$ cat src/rtl/multicycle_control_unit.sv
`timescale 1ns/1ps
// multicycle_control_unit
//   Control sequencer for the multi-cycle MIPS datapath. Walks each
//   instruction through fetch/decode/execute/memory/writeback, drives the
//   shared-ALU, IR, PC and memory enables, stalls on memory wait states,
//   counts retired instructions and flags undefined opcodes.
//
// Ports
//   clk, rst_n          clock (rising edge), synchronous active-low reset
//   opcode[5:0]         IR opcode field, valid from DECODE onward
//   mem_ready           memory finishes the access this cycle
//   pcwrite, pcwrite_cond, branch_ne, pcsrc[1:0]   PC update control
//   iord, memread, memwrite, irwrite               memory / IR control
//   memtoreg, regdst, regwrite, link               register file control
//   alusrca, alusrcb[1:0], aluop[1:0]              ALU operand / op select
//   illegal_op          one-cycle pulse on an undefined opcode
//   instr_done          one-cycle pulse when an instruction retires
//   instr_count         retired-instruction count (wraps)
//   state[3:0]          current state encoding, debug only
//
// state    | meaning
// ---------+-----------------------------------------------------------
// IDLE     | after reset, all outputs quiet, moves to FETCH
// FETCH    | read instruction at PC, PC+4; IR/PC load on mem_ready
// DECODE   | latch opcode, precompute branch target, dispatch
// MEMADR   | lw/sw address = A + sext(imm)
// MEMRD    | data read at ALUOut, waits on mem_ready
// MEMWB    | write MDR to rt, retire
// MEMWR    | data write at ALUOut, retire on mem_ready
// EXEC     | R-type ALU op on A, B
// ALUWB    | write ALUOut to rd, retire
// IMMEXEC  | immediate ALU op on A, sext(imm)
// IMMWB    | write ALUOut to rt, retire
// BRANCH   | compare A, B; conditional PC load from ALUOut, retire
// JUMP     | PC <- jump target, retire
// JAL      | PC <- jump target, r31 <- PC, retire

module multicycle_control_unit #(
   parameter int CNT_W    = 32,
   parameter bit HAS_LINK = 1'b1
) (
   input  logic             clk,
   input  logic             rst_n,
   input  logic [5:0]       opcode,
   input  logic             mem_ready,
   output logic             pcwrite,
   output logic             pcwrite_cond,
   output logic             branch_ne,
   output logic             iord,
   output logic             memread,
   output logic             memwrite,
   output logic             irwrite,
   output logic             memtoreg,
   output logic             regdst,
   output logic             regwrite,
   output logic             link,
   output logic             alusrca,
   output logic [1:0]       alusrcb,
   output logic [1:0]       aluop,
   output logic [1:0]       pcsrc,
   output logic             illegal_op,
   output logic             instr_done,
   output logic [CNT_W-1:0] instr_count,
   output logic [3:0]       state
);

   typedef enum logic [3:0] {
      S_IDLE    = 4'd0,
      S_FETCH   = 4'd1,
      S_DECODE  = 4'd2,
      S_MEMADR  = 4'd3,
      S_MEMRD   = 4'd4,
      S_MEMWB   = 4'd5,
      S_MEMWR   = 4'd6,
      S_EXEC    = 4'd7,
      S_ALUWB   = 4'd8,
      S_IMMEXEC = 4'd9,
      S_IMMWB   = 4'd10,
      S_BRANCH  = 4'd11,
      S_JUMP    = 4'd12,
      S_JAL     = 4'd13
   } state_t;

   localparam logic [5:0] OP_RTYPE = 6'b000000;
   localparam logic [5:0] OP_J     = 6'b000010;
   localparam logic [5:0] OP_JAL   = 6'b000011;
   localparam logic [5:0] OP_BEQ   = 6'b000100;
   localparam logic [5:0] OP_BNE   = 6'b000101;
   localparam logic [5:0] OP_ADDI  = 6'b001000;
   localparam logic [5:0] OP_ANDI  = 6'b001100;
   localparam logic [5:0] OP_ORI   = 6'b001101;
   localparam logic [5:0] OP_LUI   = 6'b001111;
   localparam logic [5:0] OP_LW    = 6'b100011;
   localparam logic [5:0] OP_SW    = 6'b101011;

   state_t           state_q, state_d;
   logic [5:0]       op_q, op_d;
   logic [CNT_W-1:0] cnt_q, cnt_d;

   always_comb begin
      state_d      = state_q;
      op_d         = op_q;
      cnt_d        = cnt_q;
      pcwrite      = 1'b0;
      pcwrite_cond = 1'b0;
      branch_ne    = 1'b0;
      iord         = 1'b0;
      memread      = 1'b0;
      memwrite     = 1'b0;
      irwrite      = 1'b0;
      memtoreg     = 1'b0;
      regdst       = 1'b0;
      regwrite     = 1'b0;
      link         = 1'b0;
      alusrca      = 1'b0;
      alusrcb      = 2'b00;
      aluop        = 2'b00;
      pcsrc        = 2'b00;
      illegal_op   = 1'b0;
      instr_done   = 1'b0;

      case (state_q)
         S_IDLE: begin
            state_d = S_FETCH;
         end
         S_FETCH: begin
            memread = 1'b1;
            alusrcb = 2'b01;
            // IR and PC+4 are only committed when the instruction word arrives
            if (mem_ready) begin
               irwrite = 1'b1;
               pcwrite = 1'b1;
               state_d = S_DECODE;
            end
         end
         S_DECODE: begin
            alusrcb = 2'b11;
            op_d    = opcode;
            case (opcode)
               OP_LW, OP_SW:                     state_d = S_MEMADR;
               OP_RTYPE:                         state_d = S_EXEC;
               OP_BEQ, OP_BNE:                   state_d = S_BRANCH;
               OP_ADDI, OP_ANDI, OP_ORI, OP_LUI: state_d = S_IMMEXEC;
               OP_J:                             state_d = S_JUMP;
               OP_JAL: begin
                  if (HAS_LINK) begin
                     state_d = S_JAL;
                  end else begin
                     illegal_op = 1'b1;
                     state_d    = S_FETCH;
                  end
               end
               default: begin
                  illegal_op = 1'b1;
                  state_d    = S_FETCH;
               end
            endcase
         end
         S_MEMADR: begin
            alusrca = 1'b1;
            alusrcb = 2'b10;
            state_d = (op_q == OP_LW) ? S_MEMRD : S_MEMWR;
         end
         S_MEMRD: begin
            memread = 1'b1;
            iord    = 1'b1;
            if (mem_ready) begin
               state_d = S_MEMWB;
            end
         end
         S_MEMWB: begin
            regwrite   = 1'b1;
            memtoreg   = 1'b1;
            instr_done = 1'b1;
            state_d    = S_FETCH;
         end
         S_MEMWR: begin
            memwrite = 1'b1;
            iord     = 1'b1;
            if (mem_ready) begin
               instr_done = 1'b1;
               state_d    = S_FETCH;
            end
         end
         S_EXEC: begin
            alusrca = 1'b1;
            aluop   = 2'b10;
            state_d = S_ALUWB;
         end
         S_ALUWB: begin
            regdst     = 1'b1;
            regwrite   = 1'b1;
            instr_done = 1'b1;
            state_d    = S_FETCH;
         end
         S_IMMEXEC: begin
            alusrca = 1'b1;
            alusrcb = 2'b10;
            aluop   = (op_q == OP_ADDI) ? 2'b00 : 2'b11;
            state_d = S_IMMWB;
         end
         S_IMMWB: begin
            regwrite   = 1'b1;
            instr_done = 1'b1;
            state_d    = S_FETCH;
         end
         S_BRANCH: begin
            alusrca      = 1'b1;
            aluop        = 2'b01;
            pcwrite_cond = 1'b1;
            pcsrc        = 2'b01;
            branch_ne    = (op_q == OP_BNE);
            instr_done   = 1'b1;
            state_d      = S_FETCH;
         end
         S_JUMP: begin
            pcwrite    = 1'b1;
            pcsrc      = 2'b10;
            instr_done = 1'b1;
            state_d    = S_FETCH;
         end
         S_JAL: begin
            pcwrite    = 1'b1;
            pcsrc      = 2'b10;
            regwrite   = 1'b1;
            link       = 1'b1;
            instr_done = 1'b1;
            state_d    = S_FETCH;
         end
         default: begin
            state_d = S_IDLE;
         end
      endcase

      if (instr_done) begin
         cnt_d = cnt_q + CNT_W'(1);
      end
   end

   always_ff @(posedge clk) begin
      if (!rst_n) begin
         state_q <= S_IDLE;
         op_q    <= '0;
         cnt_q   <= '0;
      end else begin
         state_q <= state_d;
         op_q    <= op_d;
         cnt_q   <= cnt_d;
      end
   end

   assign instr_count = cnt_q;
   assign state       = state_q;

endmodule

$ cat config.mk
export PLATFORM = sky130hd
export DESIGN_NAME = multicycle_control_unit
export DESIGN_NICKNAME = d
export VERILOG_FILES = /design/src/rtl/multicycle_control_unit.sv
export SDC_FILE = /design/constraint.sdc
export NUM_CORES = 1
export LEC_CHECK = 0
export CAP_MARGIN = 15
export CORE_ASPECT_RATIO = 0.9
export CORE_MARGIN = 2
export CORE_UTILIZATION = 50
export DETAILED_ROUTE_END_ITERATION = 7
export PLACE_DENSITY = 0.91
export SLEW_MARGIN = 20
export SYNTH_ARGS = -nofsm -noshare
export SYNTH_HDL_FRONTEND = slang
export SYNTH_SLANG_ARGS = --single-unit
$ cat constraint.sdc
create_clock -name clk -period 2.72 [get_ports clk]
set_input_delay 0.408 -clock clk [delete_from_list [all_inputs] [get_ports clk]]
set_output_delay 0.408 -clock clk [all_outputs]
set_load 0.02 [all_outputs]
======== Word-level counts from Yosys, hierarchy flattened ========
Cells that the tools add are included.
storage, ports and cells
  register bits ........................... 42
  bits in latches ......................... 0
  bits of input ports ..................... 9
  RAM bits ................................ 0
  output and inout port bits .............. 56
  bits in read-only memories .............. 0
  word-level logic and storage cells ...... 74
  memories ................................ 0
operators by class
  eq/ne operators ......................... 29
  bitwise operators ....................... 0
  shift operators ......................... 0
  $mul .................................... 0
  $lt $le $gt $ge ......................... 0
  add/subtract/negate cells ............... 1
  reduce and logical (&&, ||, !) cells .... 15
  multiplexer cells ....................... 26
  div/mod/pow operators ................... 0
operators with widths
  kind                     number
  $add A32 B1 Y32 const B  1
  $pmux W4 S8              1
  $eq A6 B4 Y1 const B     5
  $eq A4 B4 Y1 const B     6
  $pmux W4 S6              1
  $eq A6 B3 Y1 const B     3
  $eq A6 B6 Y1 const B     3
  $eq A4 B3 Y1 const B     4
  $mux W1                  14
  $eq A6 B2 Y1 const B     2
  $mux W4                  3
  $pmux W2 S3              2
  $reduce_or A2 Y1         6
  $reduce_or A4 Y1         3
  $reduce_or A11 Y1        1
  $eq A4 B2 Y1 const B     2
  $reduce_or A7 Y1         1
  $logic_not A6 Y1         1
  $ne A2 B2 Y1 const B     3
  $reduce_or A6 Y1         1
  $eq A4 B1 Y1 const B     1
  $logic_not A4 Y1         1
  $mux W2                  2
  $pmux W1 S2              2
  other kinds (2)          2

======== Depth between registers and ports, before layout ========
  depth in word-level cells ............... 4
  gate-level depth with buffers ........... 7
  gate-level depth less buffers ........... 6

======== Worst setup path before layout ========
OpenSTA, ideal clock, no wires.
  path kind ............................... reg2out
  start point ............................. register state_q[1], in the netlist state[1]
  end point ............................... output illegal_op
  stages on the path, launching flop included .. 5
  buffers on the path ..................... 2
  arrival time ............................ 1663 ps
  path slack .............................. 649 ps
  required time ........................... 2312 ps
  cell sequence ........................... dfxtp_1 buf_2 clkbuf_1 nand3_1 nor3_1
between the ends
  cells in the longest elaborated chain, start to end .. 2
ends and longest elaborated chain
  what                    line  text
  start, declared         96    state_t state_q, state_d;
  start signal, assigned  246   state_q <= state_d;
  $eq A4 B2 Y1            122   case (state_q)
  $mux W1                 122
  end, declared           61    output logic illegal_op,
No other way between the ends.

======== Worst setup path in the final report ========
  start point ............................. register state_q[2], in the netlist state[2]
  end point ............................... output pcwrite
between the ends
  cells in the longest elaborated chain, start to end .. 3
  elaborated cells on any way between the ends .. 5
  classes of those cells .................. eq/ne (3); mux (1); reduce/logical (1)
ends and longest elaborated chain
  what                               line  text
  $eq A4 B4 Y1                       122
  $reduce_or A2 Y1 (no source line)  --
  $pmux W1 S2 *                      122
  end, declared                      46    output logic pcwrite,
Every way passes the cells marked *; elsewhere a longest branch is shown, timed or not.

==> implementation parameters <==
Parameter                              Value

Status
  Status    finished clean

STA
  Setup TNS    0 ns
  Final setup skew    0.00869 ns
  Max Clock Freq    385 MHz
  Max Transition Viols Final    0
  Actual transition at the worst max-transition pin    0.884 ns
  Final number of hold-violating endpoints    0
  Hold WS    0.482 ns
  Rel. slew slack    40.9%
  Setup repair after global routing missed its margin    false
  Share of the cycle needed by the critical path after routing    95.6%
  Post-layout min period    2.60 ns
  Final setup violation count    0

Placement
  HPWL after detailed placement    5160 um
  Final RePlAce weighted congestion    0.954
  Count of input and output buffers    64

Synthesis
  Top FF cell, synth    sky130_fd_sc_hd__dfxtp_1
  Sequential share of the synthesized area    31.3%
  Total number of yosys warnings    0
  Yosys cell types    56
  Post-synthesis cell count    310
  Count of state elements after synthesis    42
  Share of synthesized registers carrying an async set or reset    0%
  Post-synthesis net count    320
  Library cell occupying the most area in the post-synthesis netlist    sky130_fd_sc_hd__dfxtp_1
  Average cell area after synthesis    8.65 um^2
  Top-area cell type share of the netlist area    31.3%
  EDFF count, synth    0
  Cells taking the most area after synthesis    sky130_fd_sc_hd__dfxtp_1, sky130_fd_sc_hd__a2111oi_4, sky130_fd_sc_hd__xor2_1, sky130_fd_sc_hd__nand2_1, sky130_fd_sc_hd__and2_1
  Post-Syn Area    2680 um^2

Layout
  Area occupied by registers    842 um^2
  Growth of design area from synthesis to finish    31.9%
  Fin nets    388
  Final-layout fill cell count    389
  Ratio of cells with drive above 1 in the final layout    11.9%
  Antenna diode instance count    0
  Multi-input gate area    1710 um^2

Floorplanning
  Die area    5970 um^2
  Vertical die dimension    73.5 um
  Number of placed I/O pins    65
  Core Footprint    5220 um^2
  Initial Util    51.4%
  Die width    81.2 um
  Number of placement rows    25

Worst hold path
  Cell depth of the worst min-delay path    2
  Classification of the worst-slack hold path    register to register
  Launch instance of the worst min-delay path    instr_count[31]$_SDFFE_PN0P_
  Hold path endpoint    instr_count[31]$_SDFFE_PN0P_

Critical path
  Required @ worst endpoint    2.31 ns
  Worst reg2reg path endpoint    instr_count[13]$_SDFFE_PN0P_
  Crit path DAT    2.19 ns
  Kind of critical path    register to output port
  R2r startpoint    state[1]$_SDFFE_PN0P_
  Type of element capturing the critical path    output port
  Maximum fanout along the worst path    11
  Startpoint types    register
  Reg-to-reg slack, setup    0.39 ns
  Depth of the worst register-to-register path    7

Clocking
  Clock Sink Count    42
  Max Buffers Root-to-Sink    2
  Post-CTS clock slew at the launch and capture registers of the worst setup and hold paths    0.08 ns
  Clock tree from TritonCTS    built
  Insertion delay to the later sink of the worst-skew pair    0.31 ns
  Count of buffers added by post-CTS timing repair for setup    0
  Number of buffers added by the clock tree synthesis step    5
  Clock Root Buffer    sky130_fd_sc_hd__clkbuf_8
  Number of H-tree levels    2

Global route
  Grt total ovfl    0
  Number of global-route vias before repair    2,468
  GRT Util Overall    25.2%
  Number of antenna violations at the first check in global routing    0
  Pin count of the biggest net entering global routing    29
  First-pass GRT wire length    11,600 um

Pwr
  Pwr/cell area    375 nW/um^2
  Overall power after layout    1.33 mW
  Worst supply voltage drop on vdd    0.300 mV
  LEAKAGE    1.27 nW

Routing
  Drt initial violations    322
  Drc violations    0
  Detail-routed via count per cell    6.01
  Number of nets with antenna violations after routing    0
  Post-Route WL    7230 um
  Post-DR wirelength/cell    16.2 um
  First-pass iteration count of the detailed router    5
  Vias post-DR    2,679

Job
  Number of max-cap violations    0
## through the flow
step                util, %  setup WS (ns)  instances  area [um^2]
floorplan                 -          0.649        310         2680
global placement       65.5          0.167        438         3420
detailed placement     65.5         0.0649        438         3420
CTS                    67.6         0.0684        446         3530
global route           67.7        0.00498        446         3540
finish                 67.7          0.119        446         3540
## worst max-delay path by stage
stage / endpoint / depth (start not counted) / from
3_3_place_gp: illegal_op / 6 / opcode[0]
6_report: pcwrite / 4 / state[2]$_SDFFE_PN0P_
4_1_cts: illegal_op / 6 / opcode[0]
2_1_floorplan: illegal_op / 4 / state[1]$_SDFFE_PN0P_
5_1_grt: aluop[1] / 5 / state[3]$_SDFFE_PN0P_
3_5_place_dp: illegal_op / 6 / opcode[0]
## layout make-up
class,instances,area share [%]
inverters,5,0.531
multi-input cells,242,48.2
clock inverters,3,1.13
flip-flops and latches,42,23.8
clock buffers,5,1.95
well taps,67,2.37
repair buffers,82,22.0
## cells in the mapped netlist, drive strengths merged (2+ instances only)
| master | n |
|---|---|
| dfxtp | 42 |
| nand2 | 41 |
| and2 | 23 |
| xor2 | 19 |
| a21oi | 17 |
| a21boi | 13 |
| nor2 | 13 |
| nand3 | 12 |
| clkbuf | 11 |
| a2111oi | 10 |
| buf | 10 |
| nand4 | 9 |
| nor3 | 9 |
| nand2b | 8 |
| o21ai | 8 |
| and3 | 6 |
| inv | 5 |
| a211oi | 4 |
| and4 | 4 |
| nor4 | 4 |
| o31ai | 4 |
| or4 | 4 |
| xnor2 | 3 |
| a31oi | 2 |
| mux2i | 2 |
| nand4b | 2 |
| nor3b | 2 |
| o211ai | 2 |
| o22ai | 2 |
| o311ai | 2 |
| o41ai | 2 |
| or3 | 2 |
## sequential cells by signal, summed over array words and instances (netlist names)
signal and cells:
instr_count 32, op_q 6, state 4
## logic make-up (layout without fill, tap and decap cells)
logic type / Yosys count / in the layout / synth area share [%]
AND/OR/NAND/NOR: 144 / 144 / 29.2
flip-flops: 42 / 42 / 31.3
XOR/XNOR: 22 / 22 / 7.18
adder cells (fa/ha/maj): 1 / 1 / 0.466
multiplexers: 2 / 2 / 0.746
AO/OA/AOI/OAI: 73 / 73 / 25.8
buffers and inverters: 26 / 95 / 5.27
## cell usage in the layout (no fill, tap or decap), drive strengths merged, types with 10 or more instances in the layout
cell type	count
nand2	41
dfxtp	42
nor2	13
clkdlybuf4s50	63
a2111oi	10
a21boi	13
buf	18
and2	23
xor2	19
a21oi	17
nand3	12
## worst max-delay path, stage by stage (launching register included)
cell and delay [ns]:
sky130_fd_sc_hd__dfxtp_1 0.66, sky130_fd_sc_hd__nor2_1 0.16, sky130_fd_sc_hd__and3_1 0.24, sky130_fd_sc_hd__or2_2 0.29
sky130_fd_sc_hd__clkdlybuf4s50_1 0.54
## where the power goes
part	total [mW]	internal, mW	switching, mW	leakage [nW]
Sequential	0.640	0.623	0.0173	0.339
Combinational	0.181	0.0804	0.101	0.874
Clock	0.505	0.270	0.235	0.0579
Total	1.33	0.974	0.353	1.27
## metal layers
layer  GRT usage [%]  routed length (um)
met2            41.8                3600
met1            31.9                3050
met5               0                   0
met3            5.65                 396
met4            9.79                 177
## what timing repair did
action / in CTS / in global routing
resized for setup: 1 / 3
hold buffers: 0 / 0
endpoints found under the setup margin: 1 / 2
Power figures use the tool's default switching activity.
